## config.mk

```make
export PLATFORM = sky130hd
export DESIGN_NAME = lif_neuron_accum
export DESIGN_NICKNAME = d
export VERILOG_FILES = /design/src/rtl/lif_neuron_accum.sv
export SDC_FILE = /design/constraint.sdc
export NUM_CORES = 1
export LEC_CHECK = 0
export ABC_AREA = 1
export BUFFER_PORTS_ARGS = -buffer_cell sky130_fd_sc_hd__buf_2
export CORE_MARGIN = 2
export CORE_UTILIZATION = 40
export CTS_CLUSTER_SIZE = 20
export DETAILED_ROUTE_END_ITERATION = 10
export PLACE_DENSITY = 0.62
export SLEW_MARGIN = 20
export SYNTH_ARGS = -nofsm -noshare
export SYNTH_HDL_FRONTEND = slang
export SYNTH_SLANG_ARGS = --single-unit
```

## constraint.sdc

```tcl
create_clock -name clk -period 2.34 [get_ports clk]
set_clock_uncertainty 0.05 [all_clocks]
set_input_delay 0.117 -clock clk [delete_from_list [all_inputs] [get_ports clk]]
set_output_delay 0.117 -clock clk [all_outputs]
set_load 0.005 [all_outputs]
```

## src/rtl/lif_neuron_accum.sv

```systemverilog
// Leaky integrate-and-fire neuron: accumulates 8.8 synaptic weights into a 12.8 membrane,
// leaks/thresholds on each tick and emits a spike address event. Define SPIKE_COUNT_EN for spike_count.
module lif_neuron_accum #(
    parameter int unsigned          V_WIDTH      = 20,
    parameter logic [V_WIDTH-1:0]   V_TH         = 20'h00A00,
    parameter logic [V_WIDTH-1:0]   V_RESET      = 20'h00000,
    parameter int unsigned          LEAK_SHIFT   = 3,
    parameter int unsigned          REFRAC_STEPS = 2,
    parameter logic [6:0]           NEURON_ID    = 7'd0
) (
    input  logic               clk,
    input  logic               rst,
    input  logic               kill,
    input  logic [15:0]        syn_weight,
    input  logic               syn_inh,
    input  logic               syn_valid,
    output logic               syn_ready,
    input  logic               tick,
    output logic               spike_valid,
    input  logic               spike_ready,
    output logic [6:0]         spike_addr,
    output logic [V_WIDTH-1:0] v_mem,
    output logic               tick_ovf
`ifdef SPIKE_COUNT_EN
    ,
    output logic [15:0]        spike_count
`endif
);

    localparam int unsigned SUM_W = V_WIDTH + 1;
    localparam int unsigned CNT_W = (REFRAC_STEPS < 2) ? 1 : $clog2(REFRAC_STEPS + 1);

    typedef enum logic [2:0] {
        S_INTEG,
        S_LEAK,
        S_CHECK,
        S_FIRE,
        S_REFRAC
    } state_t;

    state_t             state_q;
    logic [V_WIDTH-1:0] v_mem_q;
    logic               syn_ready_q;
    logic               spike_valid_q;
    logic [6:0]         spike_addr_q;
    logic               tick_ovf_q;
    logic               tick_pending_q;
    logic [CNT_W-1:0]   refrac_cnt_q;

    logic [SUM_W-1:0]   v_sum_c;
    logic [V_WIDTH-1:0] w_ext_c;
    logic [V_WIDTH-1:0] v_exc_d;
    logic [V_WIDTH-1:0] v_inh_d;
    logic [V_WIDTH-1:0] v_syn_d;
    logic [V_WIDTH-1:0] v_leak_d;
    logic               tick_defer_c;
    logic               spike_hs_c;

    // Membrane arithmetic: saturating add, floored subtract, shift leak.
    always_comb begin
        w_ext_c  = V_WIDTH'(syn_weight);
        v_sum_c  = SUM_W'(v_mem_q) + SUM_W'(syn_weight);
        v_exc_d  = v_sum_c[V_WIDTH] ? '1 : v_sum_c[V_WIDTH-1:0];
        v_inh_d  = (w_ext_c > v_mem_q) ? '0 : (v_mem_q - w_ext_c);
        v_syn_d  = syn_inh ? v_inh_d : v_exc_d;
        v_leak_d = (LEAK_SHIFT == 0) ? v_mem_q : (v_mem_q - (v_mem_q >> LEAK_SHIFT));
    end

    // Ticks landing in the busy states are deferred; a second one is lost.
    assign tick_defer_c = tick && ((state_q == S_LEAK) || (state_q == S_CHECK) || (state_q == S_FIRE));
    assign spike_hs_c   = (state_q == S_FIRE) && spike_valid_q && spike_ready;

    always_ff @(posedge clk) begin
        if (rst) begin
            state_q        <= S_INTEG;
            v_mem_q        <= V_RESET;
            syn_ready_q    <= 1'b0;
            spike_valid_q  <= 1'b0;
            spike_addr_q   <= '0;
            tick_ovf_q     <= 1'b0;
            tick_pending_q <= 1'b0;
            refrac_cnt_q   <= '0;
        end else if (kill) begin
            state_q        <= S_INTEG;
            v_mem_q        <= V_RESET;
            syn_ready_q    <= 1'b1;
            spike_valid_q  <= 1'b0;
            spike_addr_q   <= '0;
            tick_ovf_q     <= 1'b0;
            tick_pending_q <= 1'b0;
            refrac_cnt_q   <= '0;
        end else begin
            if (tick_defer_c) begin
                if (tick_pending_q) begin
                    tick_ovf_q <= 1'b1;
                end else begin
                    tick_pending_q <= 1'b1;
                end
            end

            case (state_q)
                S_INTEG: begin
                    syn_ready_q <= 1'b1;
                    if (syn_valid && syn_ready_q) begin
                        v_mem_q <= v_syn_d;
                    end
                    // A fresh tick colliding with the pending one stays pending.
                    if (tick || tick_pending_q) begin
                        state_q        <= S_LEAK;
                        syn_ready_q    <= 1'b0;
                        tick_pending_q <= tick_pending_q && tick;
                    end
                end
                S_LEAK: begin
                    v_mem_q <= v_leak_d;
                    state_q <= S_CHECK;
                end
                S_CHECK: begin
                    if (v_mem_q >= V_TH) begin
                        state_q       <= S_FIRE;
                        spike_valid_q <= 1'b1;
                        spike_addr_q  <= NEURON_ID;
                    end else begin
                        state_q     <= S_INTEG;
                        syn_ready_q <= 1'b1;
                    end
                end
                S_FIRE: begin
                    if (spike_hs_c) begin
                        spike_valid_q <= 1'b0;
                        spike_addr_q  <= '0;
                        v_mem_q       <= V_RESET;
                        syn_ready_q   <= 1'b1;
                        if (REFRAC_STEPS == 0) begin
                            state_q <= S_INTEG;
                        end else begin
                            state_q      <= S_REFRAC;
                            refrac_cnt_q <= CNT_W'(REFRAC_STEPS);
                        end
                    end
                end
                S_REFRAC: begin
                    // Weights are acknowledged but discarded while refractory.
                    syn_ready_q <= 1'b1;
                    if (tick) begin
                        refrac_cnt_q <= refrac_cnt_q - CNT_W'(1);
                        if (refrac_cnt_q <= CNT_W'(1)) begin
                            state_q <= S_INTEG;
                        end
                    end
                end
                default: begin
                    state_q <= S_INTEG;
                end
            endcase
        end
    end

`ifdef SPIKE_COUNT_EN
    logic [15:0] spike_count_q;

    // Saturating count of completed spike handshakes.
    always_ff @(posedge clk) begin
        if (rst || kill) begin
            spike_count_q <= '0;
        end else if (spike_hs_c && (spike_count_q != 16'hFFFF)) begin
            spike_count_q <= spike_count_q + 16'd1;
        end
    end

    assign spike_count = spike_count_q;
`endif

    assign syn_ready   = syn_ready_q;
    assign spike_valid = spike_valid_q;
    assign spike_addr  = spike_addr_q;
    assign v_mem       = v_mem_q;
    assign tick_ovf    = tick_ovf_q;

endmodule
```

Word-level counts from Yosys, hierarchy flattened --
Index checks and enable logic that the tools add are counted.
Storage, ports and cells: word-level logic and storage cells 76, output and inout bits 30, input bits 23, bits in registers 36
Cells by class: add/subtract/negate cells 4, reduce and logical (&&, ||, !) cells 20, mux-type cells 29, order comparisons 3, equal/unequal tests 12
Operators with widths (number):
- $mux 20 | 5
- $pmux 20 s3 | 1
- $add 20x16->21 | 1
- $ge 20x12->1 const B | 1
- $gt 16x20->1 | 1
- $sub 20x16->20 | 1
- $sub 20x17->20 | 1
- $pmux 3 s5 | 1
- $mux 7 | 2
- $pmux 7 s2 | 1
- $mux 3 | 4
- $reduce_and 3->1 | 4
- $ne 2x2->1 const B | 5
- $mux 1 | 9
- $eq 3x2->1 const B | 2
- $mux 2 | 3
- $ne 3x3->1 const B | 2
- $logic_and 1x1->1 | 5
- $reduce_bool 5->1 | 1
- $pmux 1 s4 | 1
- $pmux 2 s2 | 1
- $reduce_and 4->1 | 1
- $reduce_bool 2->1 | 2
- $eq 3x1->1 const B | 1
- other kinds (10) | 12

Depth between registers and ports, before layout --
Gate-level depths: netlist of run 1.
depth in word-level cells 7, gate-level depth with buffers 19

Least setup slack after synthesis of run 1 --
OpenSTA, ideal clock, no wires.
path type register to register, from register v_mem_q[0], in the netlist v_mem[0], to register v_mem_q[11], in the netlist v_mem[11], required time 2.173 ns, clock period less this slack 2.121 ns, path buffers 1, path slack 0.219 ns, stages on the path, launching flop included 17, arrival time 1.954 ns, path through dfxtp_1 > ha_1 > fa_1 > nand2_2 > nand2_2 > and2_4 > nand2_4 > nand2_4 > nand2_4 > nand2_4 > nand2_8 > buf_12 > nand2_1 > nand2_1 > o21ai_2 > a21oi_2 > nor2_1
Between the ends: word-level cells in the longest chain between the ends 5
Ends and longest elaborated chain:
- start, declared | RTL line 42 | logic [V_WIDTH-1:0] v_mem_q;
- start signal, assigned | RTL line 105 | v_mem_q <= v_syn_d;
- start signal, assigned | RTL line 115 | v_mem_q <= v_leak_d;
- $add 20x16->21, or another cell as far along | RTL line 62 | v_sum_c = SUM_W'(v_mem_q) + SUM_W'(syn_weight);
- $mux 20, on equally long branches | RTL line 63, 64
- $mux 20 | RTL line 65 | v_syn_d = syn_inh ? v_inh_d : v_exc_d;
- $mux 20 | RTL line 104 | if (syn_valid && syn_ready_q) begin
- $pmux 20 s3 * | RTL line 101 | case (state_q)
Mark *: on every way between the ends. The rest lies on a longest branch, timed or not. The select of a mux whose other input is x is not followed. A chain may end at the register's enable or synchronous reset.

Worst setup path after layout of run 1 --
from register v_mem_q[7], in the netlist v_mem[7], to register v_mem_q[0], in the netlist v_mem[0]
Between the ends: word-level cells in the longest chain between the ends 5
Ends and longest elaborated chain (RTL line):
- $add 20x16->21 or $gt 16x20->1 (tied branches) | 62, 64
- $mux 20, on equally long branches | 63, 64
- $mux 20 * | 65
- $mux 20 * | 104
- $pmux 20 s3 * | 101
Marked as above.

==> key figures, run 1 <==
Final layout
  • Core Util, Final: 52.9%
  • Most frequent cells in the layout: 181 x nand2_1, 101 x buf_4, 97 x inv_1
  • Net count reported at finish: 1,040
  • Antenna cells: 0
  • Share of post-route cells with drive strength above 1: 28.0%
  • Area grow syn2layout: 29.6%
  • Most common cell after layout, fill and taps aside: nand2_1

Floorplan
  • Core ar.: 12,000 µm²
  • Total Die Area: 13,200 µm²
  • Row count: 40
  • Io pins: 53
  • Initial Utilization: 40.8%
  • Die span in y: 115 µm
  • Die width: 115 µm

Global route
  • Gr usage total: 26.9%
  • Global-route wire length before repair: 27.7 mm
  • Pin count of the biggest net entering global routing: 30
  • Total gr overflow: 0
  • Antenna violations before repair: 0
  • GRT Max-Usage Layer: met2
  • Met2 GRT Util: 42.4%
  • Met3 Use GR: 3.49%
  • Met1 Track Usage GR: 39.2%
  • Vias in the first global route: 5,316

Pwr
  • Tot Pwr: 2.93 mW
  • Pleak: 3.52 nW
  • Peak supply drop: 292 µV
  • Pwr Density: 461 nW/µm²

Clock tree
  • Worst skew pair latency: 0.29 ns
  • Clk root buf: clkbuf_16
  • Clock Path Buffers: 2
  • Cts bufs inserted: 5
  • H-tree levels: 2
  • Sink Count: 29
  • CTS clk-pin slew, worst paths: 0.05 ns
  • CTS tree: built

Logic synthesis
  • Register area share after synthesis: 11.8%
  • Post-synth top area cell: nand2_1
  • Area share of the largest cell type after synthesis: 14.9%
  • Synth top area cells: nand2_1 15%, ha_1 13%, dfxtp_1 12%
  • Avg Inst Size Synth: 5.91 µm²
  • Post-synthesis cell area: 4900 µm²
  • Mapped Cells: 830
  • Synth cell types: 45
  • Yosys warns: 0
  • Post-synthesis register bit count: 29

Critical path
  • Crit Reg-Reg Startpoint: v_mem[7]
  • WP buf/inv: 2
  • Setup crit start kind: flip-flop
  • Critical Path Source: v_mem[7]
  • Setup crit end kind: flip-flop
  • Critical Path RT: 2.51 ns
  • Max FO, Critical Path: 8
  • CP cell instances: ha_1, inv_2, nand2_2, nor3_4, nand2_4, nand2_4, nand2_4, nand2_8, nand2_4, buf_4, o21ai_2, o211ai_1, a21oi_1
  • Most used cell, CP: nand2_4
  • Critical path's slowest cell: ha_1
  • Crit Path Category: flip-flop to flip-flop
  • WP data arrival: 2.43 ns
  • CP delay by family, top: simple AND/OR/NAND/NOR gates
  • Worst path max stage delay: 0.38 ns

Route
  • Final ANT Viol Nets: 0
  • WL final: 17.7 mm
  • Drt wl/cell: 16.0 µm
  • DR pass1 iterations: 7
  • DRC viols: 0
  • Routed vias/inst: 5.26
  • Via count: 5,847
  • Initial DRC Count: 470

Timing
  • Final cycle utilization of the critical path: 96.6%
  • Final hold vios: 0
  • Achievable Freq: 442 MHz
  • Tmin final: 2.26 ns
  • TNS Setup: 0 ns
  • Setup violators final: 0
  • Max Slew Vio Count: 0

Placement
  • # port buffers: 45
  • Global placer's final weighted congestion: 1.00
  • Detailed Place HPWL: 14.4 mm

Status
  • Outcome: finished clean

Worst hold path
  • Hold crit path type: primary input to flip-flop
  • Hold_sp: kill

Flow run
  • MaxCap Viol Count: 0
[repair_timing]
action,in CTS,in global routing
resized for setup,5,76
hold endpoints to repair,1,0
endpoints found under the setup margin,16,19
setup buffers,0,7
hold buffers,1,0
gates cloned,0,3
pin swaps,0,9
[path summary, 6_finish.rpt]
kind / to / slack, ns / depth (start not counted)
worst max-delay path: v_mem[0] / 0.08 / 13
worst min-delay path: syn_ready / 0.06 / 3
worst max register to register: v_mem[0] / 0.08 / 13
worst min register to register: refrac_cnt_q[0] / 0.41 / 1
[synth_stat cells, drive strengths merged]
master,instances
nor2,90
dfxtp,29
nand3,68
ha,50
nor3,14
xnor2,5
and3,1
o211ai,3
or2,2
o21bai,4
buf,26
nor4,3
fa,3
o21ai,68
a21o,7
nand2,209
a21oi,87
o2111ai,1
clkbuf,5
o211a,1
xor2,21
conb,1
nand3b,2
a31oi,9
clkinv,1
inv,109
and2,3
a21boi,1
nand4,7
[kinds of logic after synthesis]
| group | share of synthesized area (%) |
|---|---|
| fa+ha+maj | 14.0 |
| simple gates | 36.3 |
| xor+xnor | 4.65 |
| compound gates | 20.3 |
| flops | 11.8 |
| buf+inv | 12.9 |
| other cells | 0.0765 |
[worst reg2reg max path, cell delays in order (launching register included)]
cell and delay (ns):
dfxtp_2 0.36, ha_1 0.38, inv_2 0.14, nand2_2 0.11
nor3_4 0.17, nand2_4 0.08, nand2_4 0.09, nand2_4 0.07
nand2_8 0.12, nand2_4 0.12, buf_4 0.17, o21ai_2 0.09
o211ai_1 0.09, a21oi_1 0.14
[power by group]
part,switching [mW],leakage [nW],total (mW),internal (mW)
Clock,0.251,0.0696,0.640,0.389
Combinational,1.03,3.21,1.73,0.702
Sequential,0.0367,0.243,0.557,0.520
Total,1.32,3.52,2.93,1.61
[routing by layer]
| metal | part of all wire [%] | vias up |
|---|---|---|
| met3 | 7.0 | 27 |
| met5 | 0 | - |
| met4 | 1.7 | 0 |
| met2 | 44 | 221 |
| met1 | 47 | 2615 |
| li1 | - | 2984 |
[stage by stage]
stage / setup WS [ns] / instance area, µm² / hold WS, ns / cells
2_1_floorplan: 0.219 / 4920 / 0.136 / 836
3_3_place_gp: -0.0320 / 5850 / 0.241 / 1093
3_5_place_dp: -0.0594 / 5850 / 0.246 / 1093
4_1_cts: 0.00142 / 6020 / 0.0601 / 1102
5_1_grt: -0.0226 / 6350 / 0.0729 / 1112
6_report: 0.0796 / 6350 / 0.0641 / 1112
[sequential cells by signal, summed over array words and instances (netlist names)]
signal	flops
state_q	3
tick_ovf	1
spike_valid	1
tick_pending_q	1
v_mem	20
refrac_cnt_q	2
syn_ready	1
[area by class of cell]
cell class / count / area (µm²)
clock buffers: 5 / 125
clock inverters: 3 / 17.5
fillers: 1282 / 5660
inverters: 110 / 420
multi-input cells: 668 / 3970
flip-flops and latches: 29 / 604
well taps: 147 / 184
repair buffers: 150 / 1030
Note: power is estimated with default switching activity, not from simulation.
==> run 2, diff against run 1 <==
--- a/config.mk
+++ b/config.mk
@@ -11,6 +11,7 @@
 export CORE_UTILIZATION = 40
 export CTS_CLUSTER_SIZE = 20
 export DETAILED_ROUTE_END_ITERATION = 10
+export HOLD_SLACK_MARGIN = 0.05
 export PLACE_DENSITY = 0.62
 export SLEW_MARGIN = 20
 export SYNTH_ARGS = -nofsm -noshare
==> constraint.sdc (replaced) <==
create_clock -name clk -period 2.8 [get_ports clk]
set_clock_uncertainty 0.05 [all_clocks]
set_input_delay 0.14 -clock clk [delete_from_list [all_inputs] [get_ports clk]]
set_output_delay 0.14 -clock clk [all_outputs]
set_load 0.005 [all_outputs]
==> run 2 against run 1 <==
Effect of this change: via count shrank 5.6%; core utilization down 7.6 points; routed wire length is 7.5% lower; critical path type unchanged; largest cell class unchanged; largest power group unchanged.
==> key figures, run 2 (synthesis gave the netlist of run 1 again) <==
Critical path
  • Critical Path RT: 2.96 ns
  • Most used cell, CP: nand2_1
  • Crit Path Category: flip-flop to flip-flop
  • Setup crit end kind: flip-flop
  • CP cell instances: ha_1, inv_1, fa_1, nand3_1, nand2_1, nand2_1, nand2_1, nand2_1, nand2_1, xnor2_1, o21ai_0, inv_1, a21oi_1
  • Worst-case register-to-register setup slack: 0.30 ns
  • Crit Reg-Reg Startpoint: v_mem[3]
  • Worst path max stage delay: 0.50 ns
  • Max FO, Critical Path: 6
  • Critical path's slowest cell: dfxtp_1
  • Critical Path Source: v_mem[3]
  • WP data arrival: 2.66 ns
  • Setup crit start kind: flip-flop

Global route
  • Antenna violations before repair: 0
  • Pin count of the biggest net entering global routing: 25
  • Global-route wire length before repair: 26.6 mm
  • Gr usage total: 25.6%
  • Vias in the first global route: 5,159
  • Total gr overflow: 0

Route
  • DR pass1 iterations: 7
  • Final ANT Viol Nets: 0
  • Via count: 5,520
  • Drt wl/cell: 16.0 µm
  • Routed vias/inst: 5.39
  • WL final: 16.4 mm
  • Initial DRC Count: 500
  • DRC viols: 0

Timing
  • Tmin final: 2.50 ns
  • Setup violators final: 0
  • Worst hold slack: 0.0860 ns
  • RSZ-0062 raised after global routing: no
  • Final hold vios: 0
  • Achievable Freq: 401 MHz
  • Worst slew pin tran: 0.515 ns
  • TNS Setup: 0 ns
  • Final cycle utilization of the critical path: 89.2%
  • Max Slew Vio Count: 0
  • Slew headroom: 65.6%

Floorplan
  • Core ar.: 12,000 µm²
  • Io pins: 53
  • Die span in y: 115 µm
  • Row count: 40
  • Initial Utilization: 40.8%
  • Die width: 115 µm
  • Total Die Area: 13,200 µm²

Final layout
  • Largest register FFs: 20
  • Share of post-route cells with drive strength above 1: 13.6%
  • Net count reported at finish: 953
  • Most common cell after layout, fill and taps aside: nand2_1
  • Filler Cell Count: 1,350
  • Most frequent cells in the layout: 195 x nand2_1, 97 x inv_1, 85 x nor2_1
  • Antenna cells: 0
  • Area grow syn2layout: 11.1%

Clock tree
  • Postcts setup bufs: 0
  • CTS Hold Bufs: 1
  • Sink Count: 29
  • Worst skew pair latency: 0.28 ns
  • CTS tree: built
  • Clk root buf: clkbuf_16
  • CTS clk-pin slew, worst paths: 0.05 ns
  • Cts bufs inserted: 5
  • Post_cts resized: 0
  • H-tree levels: 2
  • Clock Path Buffers: 2

Worst hold path
  • Hold_sp: kill
  • Hold crit path type: primary input to flip-flop

Status
  • Outcome: finished clean

Placement
  • Detailed Place HPWL: 13.4 mm
  • # port buffers: 45
  • Global placer's final weighted congestion: 0.969

Pwr
  • Pwr Density: 417 nW/µm²
  • Peak supply drop: 261 µV
  • Pleak: 3.03 nW

Flow run
  • MaxCap Viol Count: 0
## run 2: changes by cell type in the layout (fill, tap and decap cells not counted), moves of 5 or more
cell     change
dfxtp_2     -13
ha_4         -5
ha_1        +11
buf_4       -83
dfxtp_1     +15
a21oi_1      +7
o21ai_0      +5
nand2_2     -12
a21oi_2      -7
ha_2         -6
nand2_1     +14
## run 2: power breakdown
group / switching (mW) / total [mW] / internal [mW]
combinational: 0.785 / 1.20 / 0.415
sequential: 0.0292 / 0.462 / 0.433
clock: 0.197 / 0.610 / 0.412
total: 1.01 / 2.27 / 1.26
## run 2: per-layer routing
| layer | routed length (µm) | vias up | track usage (%) |
|---|---|---|---|
| li1 | - | 2808 | - |
| met1 | 8080 | 2500 | 37.2 |
| met2 | 7150 | 189 | 40.4 |
| met3 | 948 | 23 | 3.39 |
| met4 | 231 | 0 | 5.46 |
| met5 | 0 | - | 0 |
## run 2: stage by stage
| step | setup WS, ns | power, mW | area [µm²] | util [%] | std cells |
|---|---|---|---|---|---|
| floorplan | 0.679 | 1.33 | 4920 | - | 836 |
| global placement | 0.342 | 1.65 | 5270 | 43.9 | 1016 |
| detailed placement | 0.334 | 1.64 | 5270 | 43.9 | 1016 |
| CTS | 0.317 | 2.27 | 5440 | 45.3 | 1024 |
| global route | 0.0517 | 2.46 | 5440 | 45.3 | 1024 |
| finish | 0.303 | 2.27 | 5440 | 45.3 | 1024 |
## run 2: worst paths after layout
path,to,depth (start not counted)
worst max-delay path,v_mem[12],13
worst min-delay path,syn_ready,3
worst max register to register,v_mem[12],13
worst min register to register,refrac_cnt_q[0],1
## run 2: layout make-up
type	instances	area [µm²]	share of cell area, %
Clock buffer	5	125	2.30
Clock inverter	2	35.0	0.644
Inverter	110	418	7.68
Multi-Input combinational cell	666	3710	68.2
Sequential cell	29	581	10.7
Tap cell	147	184	3.38
Timing Repair Buffer	65	390	7.17
## run 2: worst max-delay path, delay by kind of cell, from the launching register on
kind | cells | cell delay (ns)
adders and majority gates | 2 | 0.68
and+or+nand+nor | 6 | 0.54
DFF | 1 | 0.50
AOI/OAI and AO/OA | 2 | 0.36
buffers and inverters | 2 | 0.16
xor gates and xnor gates | 1 | 0.12
